`src/rtl/lag_ejection_arbiter.sv`:
```
// Flit types shared by the ejection arbiter and its users, followed by the arbiter.
// Per-link flit FIFOs drained by a packet-locked round-robin arbiter into one
// registered sink port, with per-link credit return pulses.
package lag_pkg;

   typedef struct packed {
      logic valid;
      logic head;
      logic tail;
   } flit_ctrl_t;

   typedef struct packed {
      flit_ctrl_t  control;
      logic [7:0]  flit_id;
      logic [15:0] data;
   } flit_t;

endpackage

module lag_ejection_arbiter
   import lag_pkg::*;
#(
   parameter int unsigned global_links_num = 2,
   parameter int unsigned buf_depth        = 4
) (
   input  logic                            clk,
   input  logic                            rst_n,
   input  flit_t [global_links_num-1:0]    flit_in,
   output logic  [global_links_num-1:0]    cntrl_out,
   output flit_t                           flit_out,
   input  logic                            sink_ready,
   output logic                            overflow_err,
   output logic  [global_links_num*5-1:0]  occupancy
);

   localparam int unsigned AW = (buf_depth > 1) ? $clog2(buf_depth) : 1;
   localparam int unsigned CW = AW + 1;
   localparam int unsigned IW = (global_links_num > 1) ? $clog2(global_links_num) : 1;

   // (base + off) mod N, used for the rotating scan and the post-tail pointer.
   function automatic logic [IW-1:0] link_add(input logic [IW-1:0] base, input int unsigned off);
      return IW'((int'(base) + off) % global_links_num);
   endfunction

   flit_t          mem_q    [global_links_num][buf_depth];
   logic [AW-1:0]  wr_ptr_q [global_links_num];
   logic [AW-1:0]  rd_ptr_q [global_links_num];
   logic [CW-1:0]  cnt_q    [global_links_num];

   logic           locked_q, locked_d;
   logic [IW-1:0]  owner_q, owner_d;
   logic [IW-1:0]  rr_q, rr_d;

   logic           found;
   logic           deq;
   logic [IW-1:0]  sel;
   flit_t          head;
   flit_t          flit_out_d;
   logic [global_links_num-1:0] deq_vec;
   logic [global_links_num-1:0] wr_vec;
   logic           ovf_set;

   // Pick the eligible link: the owner while locked, else first non-empty from rr_q.
   always_comb begin
      sel   = owner_q;
      found = 1'b0;
      if (locked_q) begin
         found = (cnt_q[owner_q] != '0);
      end else begin
         for (int unsigned off = 0; off < global_links_num; off++) begin
            if (!found && cnt_q[link_add(rr_q, off)] != '0) begin
               found = 1'b1;
               sel   = link_add(rr_q, off);
            end
         end
      end
      deq  = sink_ready && found;
      head = mem_q[sel][rd_ptr_q[sel]];
   end

   // Per-link dequeue/enqueue strobes; a full FIFO only takes a write when it also drains.
   always_comb begin
      deq_vec = '0;
      wr_vec  = '0;
      ovf_set = 1'b0;
      for (int unsigned i = 0; i < global_links_num; i++) begin
         deq_vec[i] = deq && (sel == IW'(i));
         wr_vec[i]  = flit_in[i].control.valid &&
                      ((cnt_q[i] != CW'(buf_depth)) || deq_vec[i]);
         if (flit_in[i].control.valid && (cnt_q[i] == CW'(buf_depth)) && !deq_vec[i]) begin
            ovf_set = 1'b1;
         end
      end
   end

   // Lock/round-robin next state and the registered output flit.
   always_comb begin
      locked_d   = locked_q;
      owner_d    = owner_q;
      rr_d       = rr_q;
      flit_out_d = '0;
      if (deq) begin
         flit_out_d               = head;
         flit_out_d.control.valid = 1'b1;
         if (head.control.tail) begin
            locked_d = 1'b0;
            rr_d     = link_add(sel, 1);
         end else begin
            locked_d = 1'b1;
            owner_d  = sel;
         end
      end
   end

   // FIFO storage; contents need no reset since counts gate every read.
   always_ff @(posedge clk) begin
      for (int unsigned i = 0; i < global_links_num; i++) begin
         if (wr_vec[i]) begin
            mem_q[i][wr_ptr_q[i]] <= flit_in[i];
         end
      end
   end

   // FIFO pointers and counts; reset flushes every link without returning credits.
   always_ff @(posedge clk or negedge rst_n) begin
      if (!rst_n) begin
         for (int unsigned i = 0; i < global_links_num; i++) begin
            wr_ptr_q[i] <= '0;
            rd_ptr_q[i] <= '0;
            cnt_q[i]    <= '0;
         end
      end else begin
         for (int unsigned i = 0; i < global_links_num; i++) begin
            if (wr_vec[i]) begin
               wr_ptr_q[i] <= wr_ptr_q[i] + 1'b1;
            end
            if (deq_vec[i]) begin
               rd_ptr_q[i] <= rd_ptr_q[i] + 1'b1;
            end
            if (wr_vec[i] && !deq_vec[i]) begin
               cnt_q[i] <= cnt_q[i] + 1'b1;
            end else if (!wr_vec[i] && deq_vec[i]) begin
               cnt_q[i] <= cnt_q[i] - 1'b1;
            end
         end
      end
   end

   // Arbiter state, output flit, credit pulses and sticky overflow flag.
   always_ff @(posedge clk or negedge rst_n) begin
      if (!rst_n) begin
         locked_q     <= 1'b0;
         owner_q      <= '0;
         rr_q         <= '0;
         flit_out     <= '0;
         cntrl_out    <= '0;
         overflow_err <= 1'b0;
      end else begin
         locked_q     <= locked_d;
         owner_q      <= owner_d;
         rr_q         <= rr_d;
         flit_out     <= flit_out_d;
         cntrl_out    <= deq_vec;
         overflow_err <= overflow_err | ovf_set;
      end
   end

   for (genvar g = 0; g < global_links_num; g++) begin : gen_occ
      assign occupancy[5*g +: 5] = 5'(cnt_q[g]);
   end

endmodule
```
`config.mk`:
```
export PLATFORM = sky130hd
export DESIGN_NAME = lag_ejection_arbiter
export DESIGN_NICKNAME = d
export VERILOG_FILES = /design/src/rtl/lag_ejection_arbiter.sv
export SDC_FILE = /design/constraint.sdc
export NUM_CORES = 1
export LEC_CHECK = 0
export CAP_MARGIN = 10
export CORE_ASPECT_RATIO = 1.75
export CORE_MARGIN = 2
export CORE_UTILIZATION = 50
export CTS_CLUSTER_DIAMETER = 80
export CTS_CLUSTER_SIZE = 14
export DETAILED_ROUTE_END_ITERATION = 8
export PLACE_DENSITY = 0.79
export SYNTH_ARGS = -nofsm -noshare
export SYNTH_HDL_FRONTEND = slang
export SYNTH_SLANG_ARGS = --single-unit
```
`constraint.sdc`:
```
create_clock -name clk -period 4.1 [get_ports clk]
set_input_delay 1.23 -clock clk [delete_from_list [all_inputs] [get_ports clk]]
set_output_delay 1.23 -clock clk [all_outputs]
set_load 0.02 [all_outputs]
```
# == Yosys cells after proc, flatten, opt, wreduce, memory -nomap -nowiden ==
# Memory sizes are Yosys's and may differ from the RTL's.
# Cells that the tools add are included.
# word_totals
ff_bits,47
mem_bits_rw,216
inputBits,57
out_inout_bits,40
elab_cells,118
memories,1
# memory_table
name,words,width,read_ports,rd_ports_with_merged_regs,write_ports,line,text
mem_q,2,108,1,0,2,45,flit_t mem_q [global_links_num][buf_depth];
# op_classes
n_addsub,10
magnitude_cmp,9
n_eq_ne,4
n_mux,38
bitwise,10
reduce_logical,30
# ops
operator,count
$mux 108,2
$demux 27 s2,2
$mux 27,3
$bmux 27 s2,1
$mux 26,2
$mux 3,13
$logic_and 1x1->1,16
$mux 1,12
$ge 3x3->1 const B,3
$not 2->3,3
$reduce_bool 3->1,3
$add 2x1->2 const B,4
$ge 2x2->1 const B,4
$not 1->2,4
$add 3x1->3 const B,2
$eq 3x3->1 const B,2
$lt 3x1->1 const B,2
$mux 2,3
$ne 3x3->1 const B,2
$sub 3x1->3 const B,2
$logic_not 1->1,5
$reduce_and 2->1,2
$reduce_bool 2->1,2
$add 1x1->1 const B,2
3 further kinds,5

# == Logic depth before layout (Yosys ltp) ==
# depth
depth_word,21
mapped_depth,11
ltp_nobuf,11

# == Worst setup path after synthesis ==
# Ideal clock, no wire load.
# synth_path
kind,in2reg
start,input sink_ready
end,"memory mem_q[1][0] in the netlist's numbering, enable pin"
setup_time_ps,409
t_arrival_ps,2902
required_ps,3691
slack_ps,789
path_stages,4
n_path_buf,0
path_cell_list,o21ai_0 nor3_2 o21ai_2 nor2_1
# synth_lines
item,line,text
"start, declared",31,"input logic sink_ready,"
"end, declared",45,

# == Worst setup path in the final report ==
# layout_path
start,input sink_ready
end,register cnt_q (netlist bit occupancy[2])
# layout_via
elab_chain_len,7
word_cells_on_any_way,10
cone_classes,mux: 1; reduce/logical: 9
# layout_lines
item,line,text
$logic_and 1x1->1 (*),77,deq = sink_ready && found;
$logic_and 1x1->1 (*),87,deq_vec[i] = deq && (sel == IW'(i));
via deq_vec[0],59,logic [global_links_num-1:0] deq_vec;
$logic_or 1x1->1 (*),89,((cnt_q[i] != CW'(buf_depth)) || deq_vec[i]);
$logic_and 1x1->1 (*),88,wr_vec[i] = flit_in[i].control.valid &&
via wr_vec[0],60,logic [global_links_num-1:0] wr_vec;
$logic_not 1->1,142,end else if (!wr_vec[i] && deq_vec[i]) begin
$logic_and 1x1->1,142,
$reduce_bool 2->1 (no source line),--,
"end signal, assigned by index",141,cnt_q[i] <= cnt_q[i] + 1'b1;
"end signal, assigned by index",143,cnt_q[i] <= cnt_q[i] - 1'b1;
"end, declared",48,logic [CW-1:0] cnt_q [global_links_num];
# Mark *: on every way through the listed nets, which the timed path passes. The rest lies on a longest branch.
# A chain may end at the register's enable or synchronous reset.

==> impl_metrics.json <==
{
  "clkSinkCount": 255,
  "ys_seq_area_frac": 0.754,
  "yosysWarnings": 0,
  "fmax_ghz": 0.322,
  "layout_commonest_cell": "edfxtp_1",
  "maxCapViolCount": 0,
  "core-area_sq_um": 19200,
  "yosysTopAreaCellShare": 0.634,
  "grt_max_degree": 48,
  "post_cts_buffers": 0,
  "r2r_end": "occupancy[2]",
  "die-area_sq_um": 20900,
  "grt_pass1_wl_microns": 29700,
  "worstSetupPathDepth": 10,
  "hold_depth": 1,
  "path_buf_inv": 2,
  "setup.worst_path.start_class": "input pin",
  "grt_use_total": 0.194,
  "die_w_microns": 110,
  "rsz0062_at_grt": "false",
  "postSynthCellCount": 500,
  "dp_hpwl_microns": 12900,
  "crit_required_ps": 4520,
  "clockBufferDepth": 3,
  "cts-resized-gates": 0,
  "ant_nets": 0,
  "post-route-min-period_ps": 3110,
  "hp-class": "reg -> reg",
  "drive_above_1_share": 0.200,
  "fin_worst_skew_ps": 16.6,
  "rr_startpoint": "occupancy[6]",
  "p_switching_w": 0.00284,
  "p_leak_nw": 4.04,
  "first_pass_iters": 5,
  "gp_congestion": 0.798,
  "worstSetupPathType": "in -> reg",
  "cellInternalPower_w": 0.00585,
  "synth-edff-count": 208,
  "antenna_found_initial": 0,
  "drt_iter0_drc": 306,
  "crit_top_cell": "xor2_1",
  "p_sw_frac": 0.327,
  "relSlewSlack": 0.254,
  "outcome": "complete, no violations",
  "hold_start": "overflow_err",
  "p_clk_frac": 0.219,
  "arrival_ps": 3530,
  "wl_per_cell_microns": 22.3,
  "syn_area_sq_um": 9850,
  "cp_top_family": "buffers and inverters",
  "dp_slack_ps": 504,
  "ys_ff_latch": 255,
  "wl_microns": 19300,
  "p_seq_frac": 0.440,
  "clk-insertion-delay-late_ps": 500,
  "dpl.cell_count": 827,
  "area_growth_pct": 18.7,
  "nets": 679,
  "critPathMaxStageDelay_ps": 550,
  "power_density_nw_per_um2": 743,
  "slew_violations": 0,
  "max_slew.worst_pin.slew_ps": 1120,
  "setup_ws_ps": 990,
  "syn_area_per_cell_sq_um": 19.7,
  "grt_remaining_overflow": 0,
  "hold_violations": 0,
  "diodes": 0,
  "final_cells": 867,
  "h-tree-depth": 1,
  "clk_pin_slew_worst_paths_ps": 70,
  "ios": 97,
  "cts_tree": "yes",
  "reg2reg_depth": 10,
  "portBuffers": 92,
  "post-route-drc-count": 0,
  "ys_async_sr_fraction": 0.184,
  "rows": 67,
  "crit_path_cell_trace": "clkdlybuf4s50_1, nand3_1, a21oi_2, o21a_2, ha_1, inv_1, fa_1, xor2_1, nor2_1, xor2_1",
  "tns_ps": 0,
  "combPwrFrac": 0.341,
  "numCtsBuffers": 22,
  "synth_top_flop_cell": "edfxtp_1",
  "setup_viol": 0,
  "reg2reg_slack_ps": 1250,
  "hold-path-endpoint": "overflow_err",
  "start_util": 0.513,
  "via_per_inst": 5.50,
  "num_vias": 4766,
  "period_share": 0.758,
  "root_buffer": "clkbuf_16",
  "layout_common_cells": "edfxtp_1, clkdlybuf4s50_1, nor2_1, mux4_2, dfrtp_1",
  "ir_worst_vdd_mv": 0.410,
  "crit_path_end_kind": "flop",
  "yosysTopAreaCell": "edfxtp_1",
  "cpMaxStageDelayCell": "clkdlybuf4s50_1",
  "dieHeight_microns": 190,
  "synth.area.top_cells": "edfxtp_1, dfrtp_1, mux4_2",
  "crit_start": "sink_ready",
  "grt_pass1_vias": 5175,
  "cts_hold_buf": 0,
  "crit_path_max_fanout": 7,
  "synthDistinctLibCells": 35
}
[cell families (layout without fill, tap and decap cells)]
kind of cell             Yosys count  in the layout  share of synthesized area
buffers and inverters             40            163                     0.0243
multiplexers                      59             59                      0.127
flip-flops                       255            255                      0.754
adder cells (fa/ha/maj)           12             12                     0.0168
AO/OA/AOI/OAI                     14             14                     0.0112
AND/OR/NAND/NOR                  107            107                     0.0565
XOR/XNOR                          12             12                     0.0107
other                              1              4                   0.000381
[stage by stage]
step	instance area [sq um]	total power [W]	utilization	hold slack [ps]
finish	11700	0.00869	0.609	463
detailed placement	11000	0.00688	0.575	453
floorplan	9860	0.00583	-	498
global route	11700	0.00912	0.609	494
CTS	11700	0.00879	0.609	467
global placement	11000	0.00675	0.575	444
[power by group through the flow]
| stage | clock network (W) | registers (W) | logic, W |
|---|---|---|---|
| 2_1_floorplan | 0 | 0.00390 | 0.00193 |
| 3_3_place_gp | 0 | 0.00383 | 0.00292 |
| 3_5_place_dp | 0 | 0.00387 | 0.00300 |
| 4_1_cts | 0.00193 | 0.00383 | 0.00303 |
| 5_1_grt | 0.00204 | 0.00389 | 0.00320 |
| 6_report | 0.00190 | 0.00382 | 0.00297 |
[how the worst max path moves through the flow]
stage / end / slack, ps
final: occupancy[2] / 990
after global routing: occupancy[2] / 870
after CTS: occupancy[2] / 1020
after detailed placement: occupancy[2] / 500
after global placement: occupancy[7] / 610
after floorplan: mem_q[1][0] / 790
[synthesized netlist by cell type (2+ instances only)]
cell      number
buf_4          6
mux2i_1        2
buf_1          2
ha_1          10
and2_1         4
nand2_1        8
edfxtp_1     208
clkbuf_1       2
mux2_2         3
or3_1          2
o21ai_0        4
mux2_1         2
xnor2_1        6
mux4_2        52
nor2_1        61
nor3_1         9
nand3_1        3
buf_12         2
dfrtp_1       47
buf_6          3
o21ai_2        2
inv_1         16
nor3_2        20
xor2_1         6
fa_1           2
buf_2          9
[state kept, by name, summed over array words and instances, names as in the netlist]
name	flops
rr_q	1
occupancy	6
rd_ptr_q	4
cntrl_out	2
owner_q	1
wr_ptr_q	4
overflow_err	1
mem_q	208
locked_q	1
flit_out	27
[layer usage]
| layer | track usage | vias to the layer above | routed length, microns |
|---|---|---|---|
| li1 | - | 2135 | - |
| met3 | 0.0236 | 31 | 799 |
| met5 | 0 | - | 0 |
| met4 | 0.0663 | 0 | 577 |
| met2 | 0.359 | 159 | 11100 |
| met1 | 0.230 | 2441 | 6870 |
[layout make-up]
type / count / area (sq um)
tap: 241 / 302
inverter: 16 / 60.1
clock inverter: 1 / 16.3
clock buffer: 39 / 636
fill: 1348 / 7510
sequential: 255 / 7420
timing repair buffer: 107 / 1030
multi-input combinational: 208 / 2230
[worst reg2reg max path: stages (launching register included)]
cell	delay (ps)
dfrtp_1	440
nor3_1	460
nor2_1	190
a21oi_2	320
o21a_2	290
ha_1	210
inv_1	60
fa_1	380
xor2_1	170
nor2_1	120
xor2_1	150
Note: power is estimated with default switching activity, not from simulation.
